**src/rtl/usb_tx_bit_encoder.sv**
```systemverilog
// rtl/usb_tx_bit_encoder.sv - USB full-speed TX bit stuffer, NRZI encoder and EOP generator
// Accepts bytes through a one-entry holding buffer and drives J/K/SE0 on bit_tick strobes.
module usb_tx_bit_encoder #(
  parameter int STUFF_LEN = 6
) (
  input  logic       clk,
  input  logic       rst,
  input  logic       bit_tick,
  input  logic [7:0] tx_data,
  input  logic       tx_last,
  input  logic       tx_data_valid,
  output logic       tx_data_ready,
  output logic       d_plus,
  output logic       d_minus,
  output logic       tx_active,
  output logic       tx_done,
  output logic       tx_err
);

  localparam int CW = $clog2(STUFF_LEN + 1);
  localparam logic [CW-1:0] STUFF_MAX = CW'(STUFF_LEN);

  typedef enum logic [2:0] {
    S_IDLE, S_DATA, S_STUFF_END, S_EOP1, S_EOP2, S_EOPJ, S_DONE
  } state_t;

  state_t state, state_nx;

  logic          hold_full;
  logic [7:0]    hold_data;
  logic          hold_last;
  logic          hold_wr;
  logic          hold_take;

  logic [7:0]    shift_q, shift_nx;
  logic [2:0]    bit_idx, bit_idx_nx;
  logic          sh_last, sh_last_nx;
  logic [CW-1:0] ones_cnt, ones_nx;
  logic          line_j, line_j_nx;
  logic          dp_nx, dm_nx, active_nx, done_nx, err_nx;

  logic          do_bit;
  logic [7:0]    src_data;
  logic [2:0]    src_idx;
  logic          src_last;

  assign tx_data_ready = ~hold_full;
  assign hold_wr       = tx_data_valid & ~hold_full;

  always_ff @(posedge clk) begin
    if (rst) begin
      state     <= S_IDLE;
      hold_full <= 1'b0;
      hold_data <= '0;
      hold_last <= 1'b0;
      shift_q   <= '0;
      bit_idx   <= '0;
      sh_last   <= 1'b0;
      ones_cnt  <= '0;
      line_j    <= 1'b1;
      d_plus    <= 1'b1;
      d_minus   <= 1'b0;
      tx_active <= 1'b0;
      tx_done   <= 1'b0;
      tx_err    <= 1'b0;
    end else begin
      state     <= state_nx;
      shift_q   <= shift_nx;
      bit_idx   <= bit_idx_nx;
      sh_last   <= sh_last_nx;
      ones_cnt  <= ones_nx;
      line_j    <= line_j_nx;
      d_plus    <= dp_nx;
      d_minus   <= dm_nx;
      tx_active <= active_nx;
      tx_done   <= done_nx;
      tx_err    <= err_nx;
      // take and write are mutually exclusive: one needs full, the other empty
      if (hold_take) begin
        hold_full <= 1'b0;
      end else if (hold_wr) begin
        hold_full <= 1'b1;
        hold_data <= tx_data;
        hold_last <= tx_last;
      end
    end
  end

  always_comb begin
    state_nx   = state;
    shift_nx   = shift_q;
    bit_idx_nx = bit_idx;
    sh_last_nx = sh_last;
    ones_nx    = ones_cnt;
    line_j_nx  = line_j;
    dp_nx      = d_plus;
    dm_nx      = d_minus;
    active_nx  = tx_active;
    done_nx    = 1'b0;
    err_nx     = 1'b0;
    hold_take  = 1'b0;
    do_bit     = 1'b0;
    src_data   = shift_q;
    src_idx    = bit_idx;
    src_last   = sh_last;

    if (bit_tick) begin
      case (state)
        S_IDLE: begin
          if (hold_full) begin
            hold_take = 1'b1;
            active_nx = 1'b1;
            state_nx  = S_DATA;
            do_bit    = 1'b1;
            src_data  = hold_data;
            src_idx   = 3'd0;
            src_last  = hold_last;
          end
        end
        S_DATA: do_bit = 1'b1;
        S_STUFF_END: begin
          line_j_nx = ~line_j;
          ones_nx   = '0;
          dp_nx     = ~line_j;
          dm_nx     = line_j;
          state_nx  = S_EOP1;
        end
        S_EOP1: begin
          dp_nx    = 1'b0;
          dm_nx    = 1'b0;
          state_nx = S_EOP2;
        end
        S_EOP2: begin
          dp_nx    = 1'b0;
          dm_nx    = 1'b0;
          state_nx = S_EOPJ;
        end
        S_EOPJ: begin
          line_j_nx = 1'b1;
          ones_nx   = '0;
          dp_nx     = 1'b1;
          dm_nx     = 1'b0;
          state_nx  = S_DONE;
        end
        S_DONE: begin
          done_nx   = 1'b1;
          active_nx = 1'b0;
          state_nx  = S_IDLE;
        end
        default: state_nx = S_IDLE;
      endcase
    end

    if (do_bit) begin
      if (ones_cnt == STUFF_MAX) begin
        // stuffed zero: the data bit under the shifter waits for the next tick
        line_j_nx = ~line_j;
        ones_nx   = '0;
      end else begin
        if (src_data[0]) begin
          ones_nx = ones_cnt + 1'b1;
        end else begin
          ones_nx   = '0;
          line_j_nx = ~line_j;
        end
        shift_nx   = {1'b0, src_data[7:1]};
        bit_idx_nx = src_idx + 3'd1;
        sh_last_nx = src_last;
        if (src_idx == 3'd7) begin
          if (src_last && ones_nx == STUFF_MAX) begin
            state_nx = S_STUFF_END;
          end else if (src_last) begin
            state_nx = S_EOP1;
          end else if (hold_full) begin
            hold_take  = 1'b1;
            shift_nx   = hold_data;
            bit_idx_nx = 3'd0;
            sh_last_nx = hold_last;
          end else begin
            err_nx   = 1'b1;
            state_nx = S_EOP1;
          end
        end
      end
      dp_nx = line_j_nx;
      dm_nx = ~line_j_nx;
    end
  end

endmodule

```
**config.mk**
```make
export PLATFORM = sky130hd
export DESIGN_NAME = usb_tx_bit_encoder
export DESIGN_NICKNAME = d
export VERILOG_FILES = /design/src/rtl/usb_tx_bit_encoder.sv
export SDC_FILE = /design/constraint.sdc
export NUM_CORES = 1
export LEC_CHECK = 0
export CELL_PAD_IN_SITES_DETAIL_PLACEMENT = 1
export CELL_PAD_IN_SITES_GLOBAL_PLACEMENT = 1
export CORE_MARGIN = 2
export CORE_UTILIZATION = 44
export CTS_BUF_LIST = sky130_fd_sc_hd__clkbuf_2
export CTS_CLUSTER_SIZE = 8
export DETAILED_ROUTE_END_ITERATION = 8
export DONT_BUFFER_PORTS = 1
export PLACE_DENSITY = 0.84
export SETUP_SLACK_MARGIN = 0.05
export SYNTH_ARGS = -nofsm -noshare
export SYNTH_HDL_FRONTEND = slang
export SYNTH_SLANG_ARGS = --single-unit
```
**constraint.sdc**
```tcl
create_clock -name clk -period 2.4 [get_ports clk]
set_input_delay 0.24 -clock clk [delete_from_list [all_inputs] [get_ports clk]]
set_output_delay 0.24 -clock clk [all_outputs]
set_load 0.005 [all_outputs]
```
Word-level counts from Yosys, hierarchy flattened --
Index checks and enable logic that the tools add are counted.
Operators by class: eq/ne operators 10, add/sub/neg operators 2, mux-type cells 64, bitwise gates (word level) 9, reductions and logical operators 19
Operator list (number):
- 3-bit 2-to-1 mux | 22
- 8-bit 2-to-1 mux | 7
- 1-bit 2-to-1 mux | 29
- 3-bit == test, second input constant | 6
- 3-bit one-hot mux with 6 select lines | 1
- 2-bit AND reduction | 5
- 1-bit NOT | 8
- 1-bit one-hot mux with 2 select lines | 4
- 2-bit OR reduction | 4
- 3-bit by 1-bit adder with 3-bit output, second input constant | 2
- 3-bit by 2-bit == test with 1-bit output, second input constant | 2
- 2-bit nonzero test | 3
- 6-bit OR reduction | 1
- 4-bit nonzero test | 1
- 3-bit by 1-bit == test with 1-bit output, second input constant | 1
- 3-bit logical NOT | 1
- 1-bit one-hot mux with 3 select lines | 1
- 3-bit AND reduction | 1
- 3-bit nonzero test | 1
- 3-bit OR reduction | 1
- 2-bit != test, second input constant | 1
- 1-bit bitwise AND | 1
- 1-bit logical AND | 1
Word-level totals: register bits 34, output and inout bits 6, bits of input ports 13, word-level logic and storage cells 118

Depth between registers and ports, before layout --
word-level depth 14, mapped depth 13, mapped depth without buffers 10

Worst setup path after synthesis --
No wires, ideal clock.
path kind reg2reg, from register hold_full, to register bit_idx[1], data required time 2.268 ns, period minus slack after synthesis 2.401 ns, cell stages (with the launch flop) 13, path buffers 2, setup time 0.132 ns, data arrival time 2.268 ns, setup slack -0.001 ns, cells stage by stage dfxtp_1 -> and2b_1 -> nand2_2 -> buf_2 -> and2_1 -> ha_1 -> ha_1 -> nand2_1 -> a31o_2 -> a21oi_2 -> clkbuf_1 -> nand3b_1 -> a21oi_1
Between the ends: longest elaborated chain between the ends 10, elaborated cells on any way between the ends 24, classes of those cells add/sub: 1; eq/ne: 2; mux: 19; reduce/logical: 2
RTL lines:
- start: declaration | line 29 | logic hold_full;
- start signal: assignment | line 53 | hold_full <= 1'b0;
- start signal: assignment | line 80 | hold_full <= 1'b0;
- start signal: assignment | line 82 | hold_full <= 1'b1;
- parallel branches: the longest is 10 deep, another holds 3-bit by 1-bit adder with 3-bit output
- end signal: assignment | line 69 | bit_idx <= bit_idx_nx;
- end: declaration | line 36 | logic [2:0] bit_idx, bit_idx_nx;
Parallel ways; which one is timed is not known. The select of a mux whose other input is x is not followed. A chain may end at the register's enable or synchronous reset.

Worst setup path after layout --
from register state[2], to register shift_q[6]
Between the ends: longest elaborated chain between the ends 10, elaborated cells on any way between the ends 21, classes of those cells eq/ne: 3; mux: 15; reduce/logical: 3
RTL lines:
- start: declaration | line 27 | state_t state, state_nx;
- start signal: assignment | line 67 | state <= state_nx;
- 3-bit logical NOT | line 108 | case (state)
- 8-bit 2-to-1 mux | line 108
- 8-bit 2-to-1 mux | line 107 | if (bit_tick) begin
- 3-bit 2-to-1 mux | line 160 | if (src_data[0]) begin
- 3-bit 2-to-1 mux | line 155 | if (ones_cnt == STUFF_MAX) begin
- 3-bit 2-to-1 mux | line 154 | if (do_bit) begin
- 3-bit == test | line 170 | if (src_last && ones_nx == STUFF_MAX) begin
- 1-bit logical AND | line 170
- 8-bit 2-to-1 mux | line 170
- 8-bit 2-to-1 mux | line 169 | if (src_idx == 3'd7) begin
- end signal: assignment | line 68 | shift_q <= shift_nx;
- end: declaration | line 35 | logic [7:0] shift_q, shift_nx;
Several ways; a longest one is shown, not always the timed one. The select of a mux whose other input is x is not followed.

==> metrics <==
WHS 37.1 ps; Via Count 1735; area occupied by multi-input gates 1020 µm²; switching power 312 µW; Unique masters post-synth 47; filler cell count 488; initial antenna violation count 0; fin crit share 95.3%; Core ar. 3940 µm²; final setup violating endpoints 0; 1st-iter DRT viols 112; Net Sw Frac 30.2%; Synth warnings 0; Async SR Flop Fraction 0%; min cycle time layout 2290 ps; First-pass DRT Iterations 5; n_diodes 0; # IOs 19; number of remaining DRC errors 0; max-cap violations 0; Worst Tran Pin Value 976 ps; Hold Path Class in2reg; setup_tns 0 ps; GP Congestion 0.802; share of the synthesized area in the top cell type 38.1%; Worst Path Max Fanout 10; Final Non-Filler Cells 291; Leak 0.000786 µW; worst relative slew slack 34.7%; GRT overflow 0; CTS tree done; CP arrival 2620 ps; Post-Synthesis Cells 223; Seq/Total Area, Yosys 38.1%; Post-synth EDFFs 0; Internal Power 720 µW; unrepaired setup endpoints after global routing no; initial core utilization 45.3%; DP Wirelength 3260 µm; Setup crit end kind flop; final WL 5150 µm; TritonCTS Buffers 5; register share of total power 58.3%; Mean Syn Cell Area 8.00 µm²; worst skew pair latency 390 ps; PwrDens 505 nW/µm²; largest net degree at the start of global routing 25; Final Max Slew Viols 0; main flop type after synthesis dfxtp_1; Routed Antenna Nets 0; Overall Global Routing Usage 24.7%; top cells by area, synth dfxtp_1 (38%), nand2_1 (7.2%), a21oi_1 (6.7%); CP Launch Type flop; clock root buffer master clkbuf_2; fraction of layout cells with a size suffix above 1 13.3%; count of input and output buffers 0; total area of sequential cells 683 µm²; DIE AREA 4580 µm²; via/cell ratio 5.96; cell accounting for the most synthesized area dfxtp_1; Final Hold Viols 0; clk slew on worst S/H paths 170 ps; worst-case clock buffer depth 2; vias in the first global route 1765; VDD IR-drop max 0.367 mV; clk_skew 19.1 ps; placed instance count 270; Area Growth Syn to Fin 14.7%; Routed wire per std cell 17.7 µm; f_max 437 MHz; row count 23; Netlist Area Pre-Place 1780 µm²; Crit Path Category reg2reg; Clock power frac 26.4%; first-pass GRT wire length 8380 µm; Die Ht 67.7 µm; H-tree levels 2; synthesized net count 240; clk sinks 34; status finished, final reports clean; final net count 257; Logic pwr share 15.3%; die width 67.7 µm; Critical Path RT 2730 ps; synthesized flop and latch total 34
[registers in the layout (all words and copies together), names as in the netlist]
signal,count
ones_cnt,3
hold_data,8
d_plus,1
hold_full,1
tx_active,1
tx_err,1
d_minus,1
hold_last,1
shift_q,8
line_j,1
bit_idx,3
state,3
sh_last,1
tx_done,1
[worst paths after layout]
check | start | endpoint | slack, ps | cells after the start
hold reg to reg | shift_q[7]$_SDFFE_PP0P_ | shift_q[7]$_SDFFE_PP0P_ | 470 | 2
setup reg to reg | state[2]$_SDFF_PP0_ | shift_q[6]$_SDFFE_PP0P_ | 110 | 11
hold / removal | rst | shift_q[1]$_SDFFE_PP0P_ | 40 | 2
setup / recovery | state[2]$_SDFF_PP0_ | shift_q[6]$_SDFFE_PP0P_ | 110 | 11
[placed cells by master, fill, tap and decap left out, types with 7 or more instances in the layout]
cell            n
nand2_1        34
dfxtp_1        32
a21oi_1        24
nand3_1        17
o21ai_0        15
dlygate4sd3_1  12
buf_4          11
mux2i_1         9
nor3_1          8
nand4_1         7
[per-layer routing]
layer | share of wire, % | vias up | global-route usage, %
met5 | 0 | - | 0
met4 | 2.7 | 0 | 9.18
met3 | 3.5 | 13 | 6.50
met2 | 51 | 36 | 42.2
met1 | 43 | 845 | 29.5
li1 | - | 841 | -
[kinds of logic after synthesis]
| logic type | after synthesis | share of synthesized area [%] |
|---|---|---|
| flip-flops | 34 | 38.1 |
| buffers and inverters | 21 | 5.05 |
| adder cells (fa/ha/maj) | 4 | 2.81 |
| multiplexers | 9 | 5.05 |
| AO/OA/AOI/OAI | 54 | 18.4 |
| AND/OR/NAND/NOR | 101 | 30.5 |
[power groups by stage]
stage	clock, µW	sequential [µW]	combinational, µW
floorplan	0	609	102
global placement	0	612	126
detailed placement	0	613	132
CTS	282	602	153
global route	312	605	174
finish	273	602	158
[synth_stat cells, drive strengths merged, types with 2 or more instances]
master	n
a2111oi	2
a21oi	25
and2	5
buf	7
clkbuf	8
dfxtp	34
ha	4
inv	5
mux2i	9
nand2	35
nand3	18
nand3b	2
nand4	7
nor2	5
nor2b	2
nor3	8
nor3b	2
o21ai	15
o311ai	2
or4	7
[layout make-up]
class	instances	share of cell area, %
multi-input combinational	168	49.8
sequential	34	33.4
timing repair buffer	25	10.7
tap	50	3.06
clock buffer	6	1.47
inverter	6	1.10
clock inverter	2	0.428
[per-stage QoR]
step                utilization, %  total power (µW)  cell area, µm²  worst slack [ps]
finish                        51.9              1030            2050               113
global route                  51.9              1090            2050              22.2
CTS                           51.2              1040            2020              60.7
detailed placement            47.4               745            1870               111
global placement              47.4               739            1870               184
floorplan                        -               711            1790              76.2
[repair_timing]
action	CTS	global route
endpoints found under the setup margin	0	8
hold endpoints to repair	24	4
buffers inserted	0	0
resized for setup	0	5
hold buffers	11	1
[critical path, stage by stage (launching register included)]
cell	delay [ps]
dfxtp_2	380
nor3b_4	220
nand2_2	100
and2_1	170
ha_1	200
ha_2	180
nand2_1	80
a31o_2	120
a21oi_2	50
buf_6	150
or4_1	480
nand3_1	110
Power figures use the tool's default switching activity.
